`config.mk`:
```
export PLATFORM = sky130hd
export DESIGN_NAME = ps2_host_tx
export DESIGN_NICKNAME = d
export VERILOG_FILES = /design/src/rtl/ps2_host_tx.sv
export SDC_FILE = /design/constraint.sdc
export NUM_CORES = 1
export LEC_CHECK = 0
export ABC_AREA = 1
export BUFFER_PORTS_ARGS = -buffer_cell sky130_fd_sc_hd__buf_2
export CORE_MARGIN = 4
export CORE_UTILIZATION = 25
export DETAILED_ROUTE_END_ITERATION = 8
export HOLD_SLACK_MARGIN = 0.03
export SYNTH_ARGS = -nofsm -noshare
export SYNTH_HDL_FRONTEND = slang
export SYNTH_SLANG_ARGS = --single-unit
```
`constraint.sdc`:
```
create_clock -name clk -period 2.35 [get_ports clk]
set_clock_uncertainty 0.1 [all_clocks]
set_input_delay 0.1175 -clock clk [delete_from_list [all_inputs] [get_ports clk]]
set_output_delay 0.1175 -clock clk [all_outputs]
set_load 0.01 [all_outputs]
```
`src/rtl/ps2_host_tx.sv`:
```
`default_nettype none
// ============================================================================
// Module   : ps2_host_tx
// Purpose  : PS/2 host-to-device byte transmitter (inhibit, request, 8 data
//            bits LSB first, odd parity, stop, device acknowledge) with a
//            per-edge timeout. Macro PS2TX_ACK_CHECK_EN turns a high ACK
//            sample into an error instead of done.
// Revision : 1.0 - initial release
// ============================================================================
module ps2_host_tx #(
    parameter int INHIBIT_CYCLES = 2800,
    parameter int TIMEOUT_CYCLES = 420000
) (
    input  logic       clk,
    input  logic       reset,
    input  logic       ps2_clk_in,
    input  logic       ps2_data_in,
    output logic       ps2_clk_oe,
    output logic       ps2_data_oe,
    input  logic [7:0] tx_data,
    input  logic       tx_start,
    output logic       busy,
    output logic       done,
    output logic       error
);

    localparam logic [2:0] S_IDLE    = 3'd0;
    localparam logic [2:0] S_INHIBIT = 3'd1;
    localparam logic [2:0] S_REQ     = 3'd2;
    localparam logic [2:0] S_BITS    = 3'd3;
    localparam logic [2:0] S_STOP    = 3'd4;
    localparam logic [2:0] S_ACK     = 3'd5;
    localparam logic [2:0] S_FINISH  = 3'd6;

    localparam int c_INH_W = (INHIBIT_CYCLES > 1) ? $clog2(INHIBIT_CYCLES) : 1;
    localparam int c_TMO_W = (TIMEOUT_CYCLES > 1) ? $clog2(TIMEOUT_CYCLES) : 1;
    localparam logic [c_INH_W-1:0] c_INH_LAST = c_INH_W'(INHIBIT_CYCLES - 1);
    localparam logic [c_TMO_W-1:0] c_TMO_LAST = c_TMO_W'(TIMEOUT_CYCLES - 1);

`ifdef PS2TX_ACK_CHECK_EN
    localparam logic c_ACK_CHECK = 1'b1;
`else
    localparam logic c_ACK_CHECK = 1'b0;
`endif

    logic [2:0]         r_state;
    logic [7:0]         r_data;
    logic [3:0]         r_bit_cnt;
    logic [c_INH_W-1:0] r_inh_cnt;
    logic [c_TMO_W-1:0] r_tmo_cnt;
    logic               r_clk_meta, r_clk_sync, r_clk_prev;
    logic               r_data_meta, r_data_sync;
    logic               r_clk_oe, r_data_oe, r_busy, r_done, r_error;

    logic w_fall;
    logic w_parity;
    logic w_timeout;
    logic w_ack_bad;

    assign w_fall    = r_clk_prev & ~r_clk_sync;
    assign w_parity  = ~^r_data;
    assign w_timeout = (r_tmo_cnt == c_TMO_LAST) && !w_fall;
    assign w_ack_bad = c_ACK_CHECK & r_data_sync;

    assign ps2_clk_oe  = r_clk_oe;
    assign ps2_data_oe = r_data_oe;
    assign busy        = r_busy;
    assign done        = r_done;
    assign error       = r_error;

    // Synchronizers reset to the idle-high line level so no false edge appears
    always_ff @(posedge clk) begin
        if (reset) begin
            r_clk_meta  <= 1'b1;
            r_clk_sync  <= 1'b1;
            r_clk_prev  <= 1'b1;
            r_data_meta <= 1'b1;
            r_data_sync <= 1'b1;
        end else begin
            r_clk_meta  <= ps2_clk_in;
            r_clk_sync  <= r_clk_meta;
            r_clk_prev  <= r_clk_sync;
            r_data_meta <= ps2_data_in;
            r_data_sync <= r_data_meta;
        end
    end

    always_ff @(posedge clk) begin
        if (reset) begin
            r_state   <= S_IDLE;
            r_data    <= 8'h00;
            r_bit_cnt <= 4'd0;
            r_inh_cnt <= '0;
            r_tmo_cnt <= '0;
            r_clk_oe  <= 1'b0;
            r_data_oe <= 1'b0;
            r_busy    <= 1'b0;
            r_done    <= 1'b0;
            r_error   <= 1'b0;
        end else begin
            r_done  <= 1'b0;
            r_error <= 1'b0;
            case (r_state)
                S_IDLE: begin
                    r_clk_oe  <= 1'b0;
                    r_data_oe <= 1'b0;
                    r_busy    <= 1'b0;
                    if (tx_start) begin
                        r_data    <= tx_data;
                        r_inh_cnt <= '0;
                        r_clk_oe  <= 1'b1;
                        r_data_oe <= (INHIBIT_CYCLES == 1);
                        r_busy    <= 1'b1;
                        r_state   <= S_INHIBIT;
                    end
                end
                S_INHIBIT: begin
                    // Start bit is already driven during the final inhibit cycle
                    if (r_inh_cnt == c_INH_LAST) begin
                        r_clk_oe  <= 1'b0;
                        r_data_oe <= 1'b1;
                        r_tmo_cnt <= '0;
                        r_state   <= S_REQ;
                    end else begin
                        r_inh_cnt <= r_inh_cnt + 1'b1;
                        if (r_inh_cnt + 1'b1 == c_INH_LAST) begin
                            r_data_oe <= 1'b1;
                        end
                    end
                end
                S_REQ, S_BITS, S_STOP, S_ACK: begin
                    if (w_fall) begin
                        r_tmo_cnt <= '0;
                    end else begin
                        r_tmo_cnt <= r_tmo_cnt + 1'b1;
                    end
                    if (w_timeout) begin
                        r_clk_oe  <= 1'b0;
                        r_data_oe <= 1'b0;
                        r_busy    <= 1'b0;
                        r_error   <= 1'b1;
                        r_state   <= S_IDLE;
                    end else if (w_fall) begin
                        case (r_state)
                            S_REQ: begin
                                r_data_oe <= ~r_data[0];
                                r_bit_cnt <= 4'd1;
                                r_state   <= S_BITS;
                            end
                            S_BITS: begin
                                if (r_bit_cnt == 4'd8) begin
                                    r_data_oe <= ~w_parity;
                                    r_state   <= S_STOP;
                                end else begin
                                    r_data_oe <= ~r_data[r_bit_cnt[2:0]];
                                    r_bit_cnt <= r_bit_cnt + 4'd1;
                                end
                            end
                            S_STOP: begin
                                r_data_oe <= 1'b0;
                                r_state   <= S_ACK;
                            end
                            default: begin
                                // Result is registered here so it shows during FINISH
                                r_done  <= ~w_ack_bad;
                                r_error <= w_ack_bad;
                                r_state <= S_FINISH;
                            end
                        endcase
                    end
                end
                S_FINISH: begin
                    r_busy  <= 1'b0;
                    r_state <= S_IDLE;
                end
                default: begin
                    r_clk_oe  <= 1'b0;
                    r_data_oe <= 1'b0;
                    r_busy    <= 1'b0;
                    r_state   <= S_IDLE;
                end
            endcase
        end
    end

endmodule
`default_nettype wire

```
==> impl_metrics.yaml, run 1 <==
outcome:
  status: "complete, no violations"
critical_path:
  crit_path_end_kind: "register"
  cp_data_arrival_time_ns: 2.24
  r2r-start: "r_tmo_cnt[0]$_SDFFE_PP0P_"
  crit_start: "r_tmo_cnt[0]$_SDFFE_PP0P_"
  crit_required_ns: 2.48
  r2r_cells: 9
  criticalPathCategory: "register to register"
  start_kind: "register"
  crit_path_max_fanout: 5
clock_network:
  cts_htree_levels: 2
  clk_latency_ns: 0.30
  numCtsBuffers: 5
  cts.sinks: 54
  clock-root-buffer: "clkbuf_16"
  post_cts_buffers: 0
  cts_tree: "built"
  clk_path_buf_depth: 2
  clkTransAtPathRegs_ns: 0.07
yosys:
  synth_edf_count: 0
  syn-cell-area_sq_um: 3170
  syn_nets: 510
  synth_seq_cells: 54
  ys_seq_area_share_pct: 34.2
  synthFlopType: "dfxtp_1"
  synth_cells: 492
  avgSynthCellArea_sq_um: 6.43
  ys_warn_count: 0
  async_flop_share_pct: 0
  ys_types: 30
timing:
  hold_viol: 0
  hold_ws_ns: 0.0282
  finalCriticalPeriod_ns: 2.11
  grt_setup_unrepaired: "no"
  tns_ns: 0
  fin_crit_sh_pct: 89.8
  fmax_ghz: 0.474
  finalSetupViolations: 0
  worstMarginPinSlew_ns: 0.480
  slew_viol_final: 0
  relSlewSlack_pct: 67.7
cells_and_area:
  final_common_cell: "nand2_1"
  insertedDiodeCount: 0
  fill_cells: 1343
  finalNetCount: 537
  final_cell_mix: "nand2_1, nor2_1, inv_1, dfxtp_1, a21oi_1"
  syn2layout_area_growth_pct: 18.0
  drive_gt1_share_pct: 11.0
detailed_routing:
  firstDrtPassIters: 4
  ant_nets: 0
  routed_wl_um: 7590
  viasPerCell: 4.57
  drt_iter0_drc: 201
  drc: 0
  wire_per_inst_um: 11.0
  vias: 3137
floorplan:
  start_util_pct: 25.9
  rows: 40
  ioPinCount: 18
  die_y_um: 121
  die_w_um: 121
  core_sq_um: 12200
  dieArea_sq_um: 14500
grt:
  overflow: 0
  antenna_found_initial: 0
  grt_pass1_wl_um: 13100
  grt_max_degree: 36
  grt_usage_pct: 10.8
  grt_pass1_vias: 2947
place:
  place_congestion: 0.855
  io_buffer_count: 16
  place_hpwl_um: 5600
power_and_ir_drop:
  p_per_area_nw_per_um2: 869
  irDropWorstVdd_uv: 313
  leakage_nw: 1.43
worst_hold_path:
  hold_class: "primary input to register"
  min_from: "tx_data[0]"
  min_path_cells: 3
job:
  cap_violations: 0
-- cell usage after synthesis (all sizes together) (4+ instances only) --
library cell | instances | area (sq um)
dfxtp | 54 | 1080
xor2 | 10 | 87.6
inv | 56 | 210
xnor2 | 6 | 52.6
nand2 | 134 | 508
nand3 | 37 | 190
or2 | 4 | 25.0
a211oi | 4 | 30.0
o21ai | 28 | 148
buf | 5 | 30.0
nor4 | 4 | 25.0
nand4 | 18 | 113
clkbuf | 9 | 33.8
nor3 | 10 | 50.1
nor3b | 5 | 62.6
ha | 5 | 62.6
a21oi | 37 | 185
nor2 | 61 | 236
-- final cells by class --
class                      instances  area, sq um  area share (%)
multi-input combinational        367         1830            48.9
sequential                        54         1080            28.9
timing repair buffer              34          235            6.30
inverter                          57          214            5.73
tap                              168          210            5.63
clock buffer                       6          139            3.72
clock inverter                     1         30.0           0.804
-- cells by family (layout without fill, tap and decap cells) --
family | count (synthesis) | after routing | share of synthesized area (%)
and+or+nand+nor | 274 | 274 | 38.5
AOI/OAI and AO/OA | 72 | 72 | 12.2
buffers and inverters | 71 | 98 | 8.77
DFF | 54 | 54 | 34.2
xor gates and xnor gates | 16 | 16 | 4.43
adders and majority gates | 5 | 5 | 1.98
-- timing repair --
item / CTS / global route
hold buffers: 8 / 0
endpoints found under the setup margin: 0 / 23
resized for setup: 0 / 7
hold endpoints to repair: 8 / 0
-- routing by layer --
metal	GRT usage, %	vias up	wire, um
li1	-	1652	-
met1	14.0	1435	3580
met2	17.8	39	3610
met3	1.50	11	223
met4	4.75	0	168
met5	0	-	0
-- state kept, by name, indices dropped and copies added (netlist names) --
name and count:
busy 1, done 1, error 1, ps2_clk_oe 1, ps2_data_oe 1, r_bit_cnt 4
r_clk_meta 1, r_clk_prev 1, r_clk_sync 1, r_data 8, r_inh_cnt 12, r_state 3
r_tmo_cnt 19
-- where the power goes --
part,internal (mW),leakage [nW],switching [mW]
Combinational,0.423,0.903,0.777
Sequential,1.04,0.439,0.138
Clock,0.527,0.0829,0.339
-- through the flow --
stage	cell area (sq um)	power, mW	instances	util (%)	setup slack [ns]
after CTS	3720	3.24	687	30.4	0.117
after global placement	3470	2.34	672	28.4	0.210
after global routing	3740	3.49	687	30.6	0.000408
after floorplan	3170	2.05	492	-	0.472
final	3740	3.25	687	30.6	0.239
after detailed placement	3470	2.37	672	28.4	0.109
-- critical path, stage by stage (launching register included) --
cell,delay (ns)
dfxtp_1,0.44
ha_1,0.19
nand2_1,0.08
nor2_1,0.25
nand2_1,0.15
nor3_1,0.40
nand3_1,0.12
nand2_1,0.08
nand4_1,0.08
a21oi_1,0.15
-- worst paths after layout --
path                                endpoint  slack [ns]
setup / recovery  r_tmo_cnt[16]$_SDFFE_PP0P_        0.24
hold / removal        r_data[0]$_SDFFE_PP0P_        0.03
setup reg to reg  r_tmo_cnt[16]$_SDFFE_PP0P_        0.24
hold reg to reg        r_clk_sync$_SDFF_PP1_        0.31
(Power assumes the default switching activity.)
==> run 2: changes to the inputs <==
- RECOVER_POWER: not set -> 100
==> impl_metrics.yaml, run 2 (synthesis gave the netlist of run 1 again) <==
detailed_routing:
  wire_per_inst_um: 11.0
  vias: 3131
  firstDrtPassIters: 4
  ant_nets: 0
  routed_wl_um: 7590
  drc: 0
  viasPerCell: 4.56
  drt_iter0_drc: 188
place:
  place_hpwl_um: 5600
  place_congestion: 0.855
  io_buffer_count: 16
  dpl_cell_area_sq_um: 3470
cells_and_area:
  finalNetCount: 537
  syn2layout_area_growth_pct: 17.2
  final_core_util_pct: 30.4
  drive_gt1_share_pct: 9.25
  fill_cells: 1350
  largest_register_ff_count: 19
  top_regs: "r_tmo_cnt x19, r_inh_cnt x12, r_data x8"
  final_cell_mix: "nand2_1, nor2_1, inv_1, dfxtp_1, a21oi_1"
  insertedDiodeCount: 0
  final_common_cell: "nand2_1"
  final_area_sq_um: 3710
  top_register: "r_tmo_cnt"
clock_network:
  clkTransAtPathRegs_ns: 0.07
  clock-root-buffer: "clkbuf_16"
  cts.sinks: 54
  cts_tree: "built"
  post_cts_buffers: 0
  cts_htree_levels: 2
  clk_path_buf_depth: 2
  numCtsBuffers: 5
  clk_latency_ns: 0.29
critical_path:
  cp_slowest_stage_delay_ns: 0.44
  criticalPathCategory: "register to register"
  crit_buf_inv: 0
  cp_top_family: "simple AND/OR/NAND/NOR gates"
  crit_slowest_cell: "dfxtp_1"
  crit_required_ns: 2.48
  start_kind: "register"
  critPathMostFrequentCell: "nand2_1"
  crit_path_max_fanout: 5
  cp_data_arrival_time_ns: 2.24
  crit_path_end_kind: "register"
  cp_cell_sequence: "ha_1 -> nand2_1 -> nor2_1 -> nand2_1 -> nor3_1 -> nand3_1 -> nand2_1 -> nand4_1 -> a21oi_1"
timing:
  tns_ns: 0
  slew_viol_final: 0
  fin_crit_sh_pct: 89.9
  relSlewSlack_pct: 67.8
  finalCriticalPeriod_ns: 2.11
  hold_viol: 0
  worstMarginPinSlew_ns: 0.479
  finalSetupViolations: 0
  grt_setup_unrepaired: "no"
  hold_ws_ns: 0.0340
  fmax_ghz: 0.473
power_and_ir_drop:
  intPower_mw: 1.98
  p_comb_share_pct: 36.6
  p_sw_mw: 1.24
  p_per_area_nw_per_um2: 867
  irDropWorstVdd_uv: 311
  pwr-share-seq_pct: 36.7
  swShare_pct: 38.6
  leakage_nw: 1.40
  power_frac_clock_pct: 26.7
grt:
  grt_max_degree: 36
  grt_pass1_vias: 2947
  grt_pass1_wl_um: 13100
  grt_usage_pct: 10.8
  overflow: 0
  antenna_found_initial: 0
floorplan:
  dieArea_sq_um: 14500
  die_w_um: 121
  rows: 40
  ioPinCount: 18
  die_y_um: 121
  core_sq_um: 12200
  start_util_pct: 25.9
outcome:
  status: "complete, no violations"
job:
  cap_violations: 0
worst_hold_path:
  hold_class: "primary input to register"
[run 2: cell types whose count changed in the layout (fill, tap and decap cells not counted), sizes merged]
cell	before	now
buf	26	19
clkbuf	6	13
[run 2: final timing paths]
path	from	end	depth (start not counted)	slack (ns)
worst max-delay path	r_tmo_cnt[0]$_SDFFE_PP0P_	r_tmo_cnt[16]$_SDFFE_PP0P_	9	0.24
worst max register to register	r_tmo_cnt[0]$_SDFFE_PP0P_	r_tmo_cnt[16]$_SDFFE_PP0P_	9	0.24
worst min-delay path	tx_data[0]	r_data[0]$_SDFFE_PP0P_	3	0.03
worst min register to register	r_clk_meta$_SDFF_PP1_	r_clk_sync$_SDFF_PP1_	1	0.31
[run 2: routing by layer]
| layer | track usage (%) | wire length [um] |
|---|---|---|
| met1 | 14.0 | 3590 |
| met2 | 17.8 | 3640 |
| met3 | 1.50 | 235 |
| met4 | 4.75 | 126 |
| met5 | 0 | 0 |
[run 2: layout make-up]
type / count / area, sq um / area share (%)
Multi-Input combinational cell: 367 / 1810 / 48.9
Sequential cell: 54 / 1080 / 29.1
Tap cell: 168 / 210 / 5.66
Clock buffer: 6 / 139 / 3.74
Clock inverter: 1 / 30.0 / 0.809
Timing Repair Buffer: 34 / 223 / 6.00
Inverter: 57 / 214 / 5.77
[run 2: worst register-to-register path, cell delays in order, from the launching register on]
cell	delay, ns
dfxtp_1	0.44
ha_1	0.19
nand2_1	0.08
nor2_1	0.25
nand2_1	0.15
nor3_1	0.40
nand3_1	0.12
nand2_1	0.08
nand4_1	0.08
a21oi_1	0.14
[run 2: timing repair]
item                                    4_1_cts  5_1_grt
hold buffers                                  8        0
endpoints found under the setup margin        0       23
hold endpoints to repair                      8        0
gates resized for setup                       0        7
[run 2: power groups by stage]
stage	clock, mW	sequential, mW	combinational [mW]
2_1_floorplan	0	1.18	0.866
6_report	0.859	1.18	1.18
5_1_grt	0.907	1.20	1.35
3_5_place_dp	0	1.20	1.17
3_3_place_gp	0	1.19	1.14
4_1_cts	0.882	1.18	1.18
[run 2: through the flow]
step                      total power, mW  std cells  setup WS, ns
after global placement               2.34        672         0.210
after global routing                 3.47        687      0.000461
after floorplan                      2.05        492         0.472
after CTS                            3.24        687         0.117
final                                3.22        687         0.238
after detailed placement             2.37        672         0.109
